==> config.mk <==
export PLATFORM = sky130hd
export DESIGN_NAME = axi_mem_arbiter
export DESIGN_NICKNAME = d
export VERILOG_FILES = /design/src/rtl/axi_mem_arbiter.sv
export SDC_FILE = /design/constraint.sdc
export NUM_CORES = 1
export LEC_CHECK = 0
export BUFFER_PORTS_ARGS = -buffer_cell sky130_fd_sc_hd__buf_4
export CAP_MARGIN = 5
export CORE_ASPECT_RATIO = 1.75
export CORE_MARGIN = 10
export CORE_UTILIZATION = 38
export DETAILED_ROUTE_END_ITERATION = 10
export GPL_ROUTABILITY_DRIVEN = 1
export PLACE_DENSITY_LB_ADDON = 0.05
export SYNTH_ARGS = -nofsm -noshare
export SYNTH_HDL_FRONTEND = slang
export SYNTH_SLANG_ARGS = --single-unit
==> constraint.sdc <==
create_clock -name clk_i -period 1.6 [get_ports clk_i]
set_input_delay 0.24 -clock clk_i [delete_from_list [all_inputs] [get_ports clk_i]]
set_output_delay 0.24 -clock clk_i [all_outputs]
set_load 0.005 [all_outputs]
==> src/rtl/axi_mem_arbiter.sv <==
// axi_mem_arbiter: shares one AXI4 master port between the IFU (reads only)
// and the LSU (reads and writes), one single-beat transaction at a time.
// Ports:
//   clk_i, rst_i                  clock, synchronous active-high reset
//   ifu_req_i/ifu_addr_i          IFU fetch request, held until ifu_gnt_o
//   ifu_gnt_o, ifu_rsp_valid_o    IFU grant pulse and response pulse
//   lsu_req_i/wen/addr/size/wdata/wstrb  LSU request payload, held until lsu_gnt_o
//   lsu_gnt_o, lsu_rsp_valid_o    LSU grant pulse and response pulse
//   rsp_rdata_o, rsp_err_o        response data/error, valid with a rsp pulse
//   io_master_ar*/r*/aw*/w*/b*    AXI4 master channels
module axi_mem_arbiter #(
  parameter logic [3:0] IFU_ID = 4'd0,
  parameter logic [3:0] LSU_ID = 4'd1,
  parameter bit         RR_EN  = 1'b1
) (
  input  logic        clk_i,
  input  logic        rst_i,
  input  logic        ifu_req_i,
  input  logic [31:0] ifu_addr_i,
  output logic        ifu_gnt_o,
  output logic        ifu_rsp_valid_o,
  input  logic        lsu_req_i,
  input  logic        lsu_wen_i,
  input  logic [31:0] lsu_addr_i,
  input  logic [2:0]  lsu_size_i,
  input  logic [31:0] lsu_wdata_i,
  input  logic [3:0]  lsu_wstrb_i,
  output logic        lsu_gnt_o,
  output logic        lsu_rsp_valid_o,
  output logic [31:0] rsp_rdata_o,
  output logic        rsp_err_o,
  output logic        io_master_arvalid,
  input  logic        io_master_arready,
  output logic [31:0] io_master_araddr,
  output logic [3:0]  io_master_arid,
  output logic [7:0]  io_master_arlen,
  output logic [2:0]  io_master_arsize,
  output logic [1:0]  io_master_arburst,
  input  logic        io_master_rvalid,
  output logic        io_master_rready,
  input  logic [1:0]  io_master_rresp,
  input  logic [31:0] io_master_rdata,
  input  logic        io_master_rlast,
  input  logic [3:0]  io_master_rid,
  output logic        io_master_awvalid,
  input  logic        io_master_awready,
  output logic [31:0] io_master_awaddr,
  output logic [3:0]  io_master_awid,
  output logic [7:0]  io_master_awlen,
  output logic [2:0]  io_master_awsize,
  output logic [1:0]  io_master_awburst,
  output logic        io_master_wvalid,
  input  logic        io_master_wready,
  output logic [31:0] io_master_wdata,
  output logic [3:0]  io_master_wstrb,
  output logic        io_master_wlast,
  input  logic        io_master_bvalid,
  output logic        io_master_bready,
  input  logic [1:0]  io_master_bresp,
  input  logic [3:0]  io_master_bid
);

  typedef enum logic [2:0] {S_IDLE, S_AR, S_R, S_AW_W, S_B} state_e;

  state_e      state_q, state_d;
  logic        prio_lsu_q, prio_lsu_d;   // round-robin pointer: 1 = LSU wins a tie
  logic        owner_lsu_q, owner_lsu_d;
  logic [31:0] addr_q, addr_d;
  logic [3:0]  id_q, id_d;
  logic [2:0]  size_q, size_d;
  logic [31:0] wdata_q, wdata_d;
  logic [3:0]  wstrb_q, wstrb_d;
  logic        arvalid_q, arvalid_d;
  logic        rready_q, rready_d;
  logic        awvalid_q, awvalid_d;
  logic        wvalid_q, wvalid_d;
  logic        bready_q, bready_d;
  logic        aw_done_q, aw_done_d;
  logic        w_done_q, w_done_d;
  logic        ifu_gnt_q, ifu_gnt_d;
  logic        lsu_gnt_q, lsu_gnt_d;
  logic        ifu_rsp_q, ifu_rsp_d;
  logic        lsu_rsp_q, lsu_rsp_d;
  logic [31:0] rdata_q, rdata_d;
  logic        err_q, err_d;

  logic pick_lsu;
  logic aw_fin;
  logic w_fin;

  // Arbitration, channel sequencing and response capture
  always_comb begin
    state_d     = state_q;
    prio_lsu_d  = prio_lsu_q;
    owner_lsu_d = owner_lsu_q;
    addr_d      = addr_q;
    id_d        = id_q;
    size_d      = size_q;
    wdata_d     = wdata_q;
    wstrb_d     = wstrb_q;
    arvalid_d   = arvalid_q;
    rready_d    = rready_q;
    awvalid_d   = awvalid_q;
    wvalid_d    = wvalid_q;
    bready_d    = bready_q;
    aw_done_d   = aw_done_q;
    w_done_d    = w_done_q;
    rdata_d     = rdata_q;
    err_d       = err_q;
    ifu_gnt_d   = 1'b0;
    lsu_gnt_d   = 1'b0;
    ifu_rsp_d   = 1'b0;
    lsu_rsp_d   = 1'b0;
    pick_lsu    = lsu_req_i & (~ifu_req_i | ~RR_EN | prio_lsu_q);
    // a channel is finished once it handshook earlier or handshakes now
    aw_fin      = aw_done_q | (awvalid_q & io_master_awready);
    w_fin       = w_done_q | (wvalid_q & io_master_wready);

    case (state_q)
      S_IDLE: begin
        if (ifu_req_i | lsu_req_i) begin
          aw_done_d = 1'b0;
          w_done_d  = 1'b0;
          if (pick_lsu) begin
            lsu_gnt_d   = 1'b1;
            owner_lsu_d = 1'b1;
            prio_lsu_d  = 1'b0;
            addr_d      = lsu_addr_i;
            id_d        = LSU_ID;
            size_d      = lsu_size_i;
            wdata_d     = lsu_wdata_i;
            wstrb_d     = lsu_wstrb_i;
            state_d     = lsu_wen_i ? S_AW_W : S_AR;
          end else begin
            ifu_gnt_d   = 1'b1;
            owner_lsu_d = 1'b0;
            prio_lsu_d  = 1'b1;
            addr_d      = ifu_addr_i;
            id_d        = IFU_ID;
            size_d      = 3'b010;
            state_d     = S_AR;
          end
        end
      end
      // arvalid rises the cycle after grant and holds until accepted
      S_AR: begin
        if (arvalid_q & io_master_arready) begin
          arvalid_d = 1'b0;
          rready_d  = 1'b1;
          state_d   = S_R;
        end else begin
          arvalid_d = 1'b1;
        end
      end
      S_R: begin
        if (io_master_rvalid & rready_q) begin
          rready_d  = 1'b0;
          rdata_d   = io_master_rdata;
          err_d     = (io_master_rresp != 2'b00) | (io_master_rid != id_q) | ~io_master_rlast;
          ifu_rsp_d = ~owner_lsu_q;
          lsu_rsp_d = owner_lsu_q;
          state_d   = S_IDLE;
        end
      end
      // AW and W run independently; each is sent exactly once
      S_AW_W: begin
        awvalid_d = ~aw_fin;
        wvalid_d  = ~w_fin;
        aw_done_d = aw_fin;
        w_done_d  = w_fin;
        if (aw_fin & w_fin) begin
          bready_d = 1'b1;
          state_d  = S_B;
        end
      end
      S_B: begin
        if (io_master_bvalid & bready_q) begin
          bready_d  = 1'b0;
          rdata_d   = 32'd0;
          err_d     = (io_master_bresp != 2'b00) | (io_master_bid != id_q);
          lsu_rsp_d = 1'b1;
          state_d   = S_IDLE;
        end
      end
      default: state_d = S_IDLE;
    endcase
  end

  always_ff @(posedge clk_i) begin
    if (rst_i) begin
      state_q     <= S_IDLE;
      prio_lsu_q  <= 1'b0;
      owner_lsu_q <= 1'b0;
      addr_q      <= 32'd0;
      id_q        <= 4'd0;
      size_q      <= 3'd0;
      wdata_q     <= 32'd0;
      wstrb_q     <= 4'd0;
      arvalid_q   <= 1'b0;
      rready_q    <= 1'b0;
      awvalid_q   <= 1'b0;
      wvalid_q    <= 1'b0;
      bready_q    <= 1'b0;
      aw_done_q   <= 1'b0;
      w_done_q    <= 1'b0;
      ifu_gnt_q   <= 1'b0;
      lsu_gnt_q   <= 1'b0;
      ifu_rsp_q   <= 1'b0;
      lsu_rsp_q   <= 1'b0;
      rdata_q     <= 32'd0;
      err_q       <= 1'b0;
    end else begin
      state_q     <= state_d;
      prio_lsu_q  <= prio_lsu_d;
      owner_lsu_q <= owner_lsu_d;
      addr_q      <= addr_d;
      id_q        <= id_d;
      size_q      <= size_d;
      wdata_q     <= wdata_d;
      wstrb_q     <= wstrb_d;
      arvalid_q   <= arvalid_d;
      rready_q    <= rready_d;
      awvalid_q   <= awvalid_d;
      wvalid_q    <= wvalid_d;
      bready_q    <= bready_d;
      aw_done_q   <= aw_done_d;
      w_done_q    <= w_done_d;
      ifu_gnt_q   <= ifu_gnt_d;
      lsu_gnt_q   <= lsu_gnt_d;
      ifu_rsp_q   <= ifu_rsp_d;
      lsu_rsp_q   <= lsu_rsp_d;
      rdata_q     <= rdata_d;
      err_q       <= err_d;
    end
  end

  assign ifu_gnt_o         = ifu_gnt_q;
  assign lsu_gnt_o         = lsu_gnt_q;
  assign ifu_rsp_valid_o   = ifu_rsp_q;
  assign lsu_rsp_valid_o   = lsu_rsp_q;
  assign rsp_rdata_o       = rdata_q;
  assign rsp_err_o         = err_q;
  assign io_master_arvalid = arvalid_q;
  assign io_master_araddr  = addr_q;
  assign io_master_arid    = id_q;
  assign io_master_arlen   = 8'd0;
  assign io_master_arsize  = size_q;
  assign io_master_arburst = 2'b01;
  assign io_master_rready  = rready_q;
  assign io_master_awvalid = awvalid_q;
  assign io_master_awaddr  = addr_q;
  assign io_master_awid    = id_q;
  assign io_master_awlen   = 8'd0;
  assign io_master_awsize  = size_q;
  assign io_master_awburst = 2'b01;
  assign io_master_wvalid  = wvalid_q;
  assign io_master_wdata   = wdata_q;
  assign io_master_wstrb   = wstrb_q;
  assign io_master_wlast   = wvalid_q;
  assign io_master_bready  = bready_q;

endmodule

==> report_table.html <==
<table>
<tr><th>Metric</th><th>Value</th></tr>
<tr><th colspan="2">Run status</th></tr>
<tr><td>Outcome</td><td>completed</td></tr>
<tr><th colspan="2">Worst setup path</th></tr>
<tr><td>Crit path launch type</td><td>flop</td></tr>
<tr><td>Longest individual stage delay on the worst path</td><td>around 0.35 ns</td></tr>
<tr><td>Number of buffer and inverter stages on the critical path</td><td>1</td></tr>
<tr><td>Arrival time reported for the critical path endpoint</td><td>1.79 ns</td></tr>
<tr><td>Required time at the worst-slack endpoint</td><td>1.87 ns</td></tr>
<tr><td>Critical path cell sequence</td><td>nand4b_1 &gt; a21oi_4 &gt; clkbuf_16 &gt; mux2i_1 &gt; nor2_1</td></tr>
<tr><td>Slowest stage cell, crit path</td><td>sky130_fd_sc_hd__dfxtp_2</td></tr>
<tr><td>CP Class</td><td>flop to flop</td></tr>
<tr><td>Type of element capturing the critical path</td><td>flop</td></tr>
<tr><td>Cell family with the largest share of critical-path delay</td><td>flip-flops</td></tr>
<tr><td>Peak fanout along the critical path</td><td>17</td></tr>
<tr><th colspan="2">Job</th></tr>
<tr><td>Max-capacitance violation count</td><td>0</td></tr>
<tr><th colspan="2">Synthesis</th></tr>
<tr><td>Async set-reset flop share out of synthesis</td><td>0%</td></tr>
<tr><td>Area share of the largest cell type after synthesis</td><td>between 40% and 50%</td></tr>
<tr><td>Number of synthesized flops with an enable pin</td><td>0</td></tr>
<tr><td>Synthesized-area fraction occupied by adder cells</td><td>0%</td></tr>
<tr><td>Library cells used by synthesis</td><td>46</td></tr>
<tr><td>Yosys top cell by area</td><td>sky130_fd_sc_hd__dfxtp_1</td></tr>
<tr><td>Primary flip-flop cell chosen by synthesis mapping</td><td>sky130_fd_sc_hd__dfxtp_1</td></tr>
<tr><td>Post-synthesis compound-gate area fraction</td><td>13.97%</td></tr>
<tr><td>Part of the Yosys area used for sequential elements</td><td>46.25%</td></tr>
<tr><td>Xor/xnor cell area share of the yosys netlist</td><td>0%</td></tr>
<tr><td>Count of warnings emitted by yosys</td><td>0</td></tr>
<tr><td>Leading cell types by count after synthesis</td><td>sky130_fd_sc_hd__dfxtp_1 (120), sky130_fd_sc_hd__nand2_1 (81), sky130_fd_sc_hd__buf_4 (65)</td></tr>
<tr><td>Instance count of the mapped netlist</td><td>about 570</td></tr>
<tr><td>Post-synthesis register bit count</td><td>120</td></tr>
<tr><td>Share of cell area taken by muxes after synthesis</td><td>around 6.6%</td></tr>
<tr><td>Netlist Area Pre-Place</td><td>0.005194 mm^2</td></tr>
<tr><td>Largest cells by area after synthesis</td><td>sky130_fd_sc_hd__dfxtp_1 (46%), sky130_fd_sc_hd__buf_4 (9.4%), sky130_fd_sc_hd__mux2i_1 (6.6%), sky130_fd_sc_hd__a222oi_1 (6.2%), sky130_fd_sc_hd__nand2_1 (5.9%)</td></tr>
<tr><td>Area fraction in and, or, nand and nor cells after synthesis</td><td>17.56%</td></tr>
<tr><td>Main combinational cell family by area after synthesis</td><td>simple AND/OR/NAND/NOR gates</td></tr>
<tr><td>Average cell area after synthesis</td><td>slightly above 9 um^2</td></tr>
<tr><td>Dominant cell by count in the synthesized netlist</td><td>sky130_fd_sc_hd__dfxtp_1</td></tr>
<tr><th colspan="2">Cells and area</th></tr>
<tr><td>Final net count</td><td>about 1,000</td></tr>
<tr><td>Fraction of final layout cells sized beyond drive strength 1</td><td>43.74%</td></tr>
<tr><td>Syn-to-layout area delta</td><td>53.72%</td></tr>
<tr><td>End-of-flow core utilization</td><td>a little under 60%</td></tr>
<tr><td># diodes</td><td>0</td></tr>
<tr><td>Fin cells</td><td>around 1,000</td></tr>
<tr><td>Layout filler cell count</td><td>1,232</td></tr>
<tr><th colspan="2">Route</th></tr>
<tr><td>Iteration-0 DRC count of the detailed router</td><td>237</td></tr>
<tr><td>Vias</td><td>around 5,000</td></tr>
<tr><td>Routed wirelength normalized by instance count</td><td>about 18 um</td></tr>
<tr><td>Avg Vias per Cell</td><td>4.814</td></tr>
<tr><td>Post-route ant nets</td><td>0</td></tr>
<tr><td>DRC viols</td><td>0</td></tr>
<tr><td>Length of the first detailed-routing pass in iterations</td><td>6</td></tr>
<tr><td>Final routed wirelength across all metal layers</td><td>about 19,000 um</td></tr>
<tr><th colspan="2">Timing</th></tr>
<tr><td>Total count of hold-check failures in the final report</td><td>0</td></tr>
<tr><td># setup viols final</td><td>0</td></tr>
<tr><td>Max Clock Skew</td><td>0.006685 ns</td></tr>
<tr><td>Number of pins with negative max-slew slack in the final report</td><td>0</td></tr>
<tr><td>Hold slack</td><td>0.03684 ns</td></tr>
<tr><td>Maximum frequency from static timing analysis</td><td>659.5 MHz</td></tr>
<tr><td>Final critical-path required period</td><td>about 1.5 ns</td></tr>
<tr><td>Setup repair after global routing missed its margin</td><td>true</td></tr>
<tr><td>Setup total negative slack</td><td>0 ns</td></tr>
<tr><td>Period utilisation layout</td><td>94.77%</td></tr>
<tr><th colspan="2">Clocking</th></tr>
<tr><td>Number of hold buffers added after CTS</td><td>0</td></tr>
<tr><td>CTS tree</td><td>done</td></tr>
<tr><td>Clock net sink count</td><td>120</td></tr>
<tr><td>H-Tree Depth</td><td>4</td></tr>
<tr><td>Longest Clk Path Bufs</td><td>2</td></tr>
<tr><td>CTS root buffer</td><td>sky130_fd_sc_hd__clkbuf_16</td></tr>
<tr><td>Insertion delay of the later-clocked pin in the worst-skew pair</td><td>0.40 ns</td></tr>
<tr><td>Number of CTS-inserted buffers</td><td>17</td></tr>
<tr><td>Clock transition at the register clock pins on the worst setup and hold paths after CTS</td><td>roughly 0.06 ns</td></tr>
<tr><td>Setup Buffers After CTS</td><td>0</td></tr>
<tr><td>PostCTS Resize Cnt</td><td>0</td></tr>
<tr><th colspan="2">GRT</th></tr>
<tr><td>Largest net degree at the start of global routing</td><td>46</td></tr>
<tr><td>First-pass GRT wire length</td><td>27,210 um</td></tr>
<tr><td>Global routing met1 resource utilization</td><td>16.81%</td></tr>
<tr><td>Layer carrying the most global-route usage</td><td>met2</td></tr>
<tr><td>Initial antenna violation count</td><td>0</td></tr>
<tr><td>Aggregate global-route resource usage</td><td>a little under a fifth</td></tr>
<tr><td>Congestion Overflow GR</td><td>0</td></tr>
<tr><td>GR met2 Demand/Resource</td><td>33.28%</td></tr>
<tr><td>Met3 GRT Util</td><td>roughly 9.0%</td></tr>
<tr><td>Via count of the first global-routing pass</td><td>around 5,000</td></tr>
<tr><th colspan="2">Power</th></tr>
<tr><td>Maximum ir drop on the vdd rail</td><td>0.7609 mV</td></tr>
<tr><td>Leak Pwr</td><td>0.003807 uW</td></tr>
<tr><td>PD cells</td><td>around 1200 mW/mm^2</td></tr>
<tr><td>Pwr Total</td><td>9216 uW</td></tr>
<tr><th colspan="2">Floorplan</th></tr>
<tr><td>Floorplan core area</td><td>0.01338 mm^2</td></tr>
<tr><td>Number of standard-cell rows in the floorplan</td><td>56</td></tr>
<tr><td>Top-level port count</td><td>335</td></tr>
<tr><td>Initial core utilization</td><td>38.81%</td></tr>
<tr><td>Horizontal die dimension</td><td>between 100 and 150 um</td></tr>
<tr><td>Total Die Area</td><td>0.01893 mm^2</td></tr>
<tr><td>Chip height</td><td>174.7 um</td></tr>
<tr><th colspan="2">Placement</th></tr>
<tr><td>Routability congestion estimate</td><td>~0.90</td></tr>
<tr><td>Dpl hpwl</td><td>14,560 um</td></tr>
<tr><td>Cell total after placement</td><td>996</td></tr>
<tr><td>Count of input and output buffers</td><td>about 300</td></tr>
<tr><th colspan="2">Hold path</th></tr>
<tr><td>Hold WC Path Type</td><td>input pin to flop</td></tr>
</table>
-- worst paths after layout --
| kind | from | endpoint | slack (ns) | cells after the start |
|---|---|---|---|---|
| setup / recovery | state_q[1] | rsp_rdata_o[16] | 0.08 | 5 |
| hold / removal | lsu_addr_i[25] | io_master_araddr[25] | 0.04 | 3 |
| setup reg to reg | state_q[1] | rsp_rdata_o[16] | 0.08 | 5 |
| hold reg to reg | io_master_wstrb[0] | io_master_wstrb[0] | 0.45 | 2 |
-- logic make-up after synthesis --
group                  after synthesis
other                                2
and+or+nand+nor                    190
muxes                               34
AOI/OAI and AO/OA                   97
buffers and inverters              129
DFF                                120
-- registers in the layout, indices dropped and copies added, names as in the netlist --
name,count
io_master_wdata,32
rsp_rdata_o,32
io_master_wlast,1
ifu_rsp_valid_o,1
io_master_awvalid,1
lsu_rsp_valid_o,1
ifu_gnt_o,1
io_master_rready,1
lsu_gnt_o,1
w_done_q,1
prio_lsu_q,1
io_master_bready,1
io_master_arsize,3
aw_done_q,1
state_q,3
io_master_arvalid,1
io_master_wstrb,4
io_master_araddr,32
io_master_arid,1
rsp_err_o,1
-- placed cells by master (no fill, tap or decap), types with 7 or more instances in the layout --
cell,instances
sky130_fd_sc_hd__nor2b_1,34
sky130_fd_sc_hd__nand2_1,81
sky130_fd_sc_hd__a222oi_1,32
sky130_fd_sc_hd__dfxtp_1,117
sky130_fd_sc_hd__clkbuf_16,18
sky130_fd_sc_hd__mux2i_1,33
sky130_fd_sc_hd__nor2_1,50
sky130_fd_sc_hd__buf_4,318
sky130_fd_sc_hd__conb_1,26
sky130_fd_sc_hd__a21oi_1,42
sky130_fd_sc_hd__buf_12,7
sky130_fd_sc_hd__inv_1,29
-- per-stage QoR --
step / instance area (um^2) / setup slack (ns)
floorplan: 5284 / 0.04341
global placement: 7343 / 0.03793
detailed placement: 7343 / 0.03209
CTS: 7948 / 0.02026
global route: 7984 / -0.03315
finish: 7984 / 0.08373
-- layout make-up --
type	instances	area [um^2]	area share, %
inverter	29	108.9	1.363
clock buffer	17	425.4	5.328
multi-input combinational	347	2083	26.09
clock inverter	15	178.9	2.241
sequential	120	2406	30.14
tap	174	217.7	2.727
timing repair buffer	327	2564	32.11
-- power by group --
group,switching (uW),internal [uW]
Combinational,817,1080
Clock,1400,2450
Sequential,211,3260
Total,2430,6790
-- metal layers --
layer  up-vias  wire length [um]
met3        20              2352
met4         0               328
met1      2306              5909
met5         -                 0
met2       229             10040
li1       2399                 -
-- worst register-to-register path: cells and delay by family, from the launching register on --
kind,cells,cell delay (ns)
flops,1,0.35
compound gates,1,0.28
buf+inv,1,0.26
simple gates,2,0.29
mux,1,0.20
(Power assumes the default switching activity.)
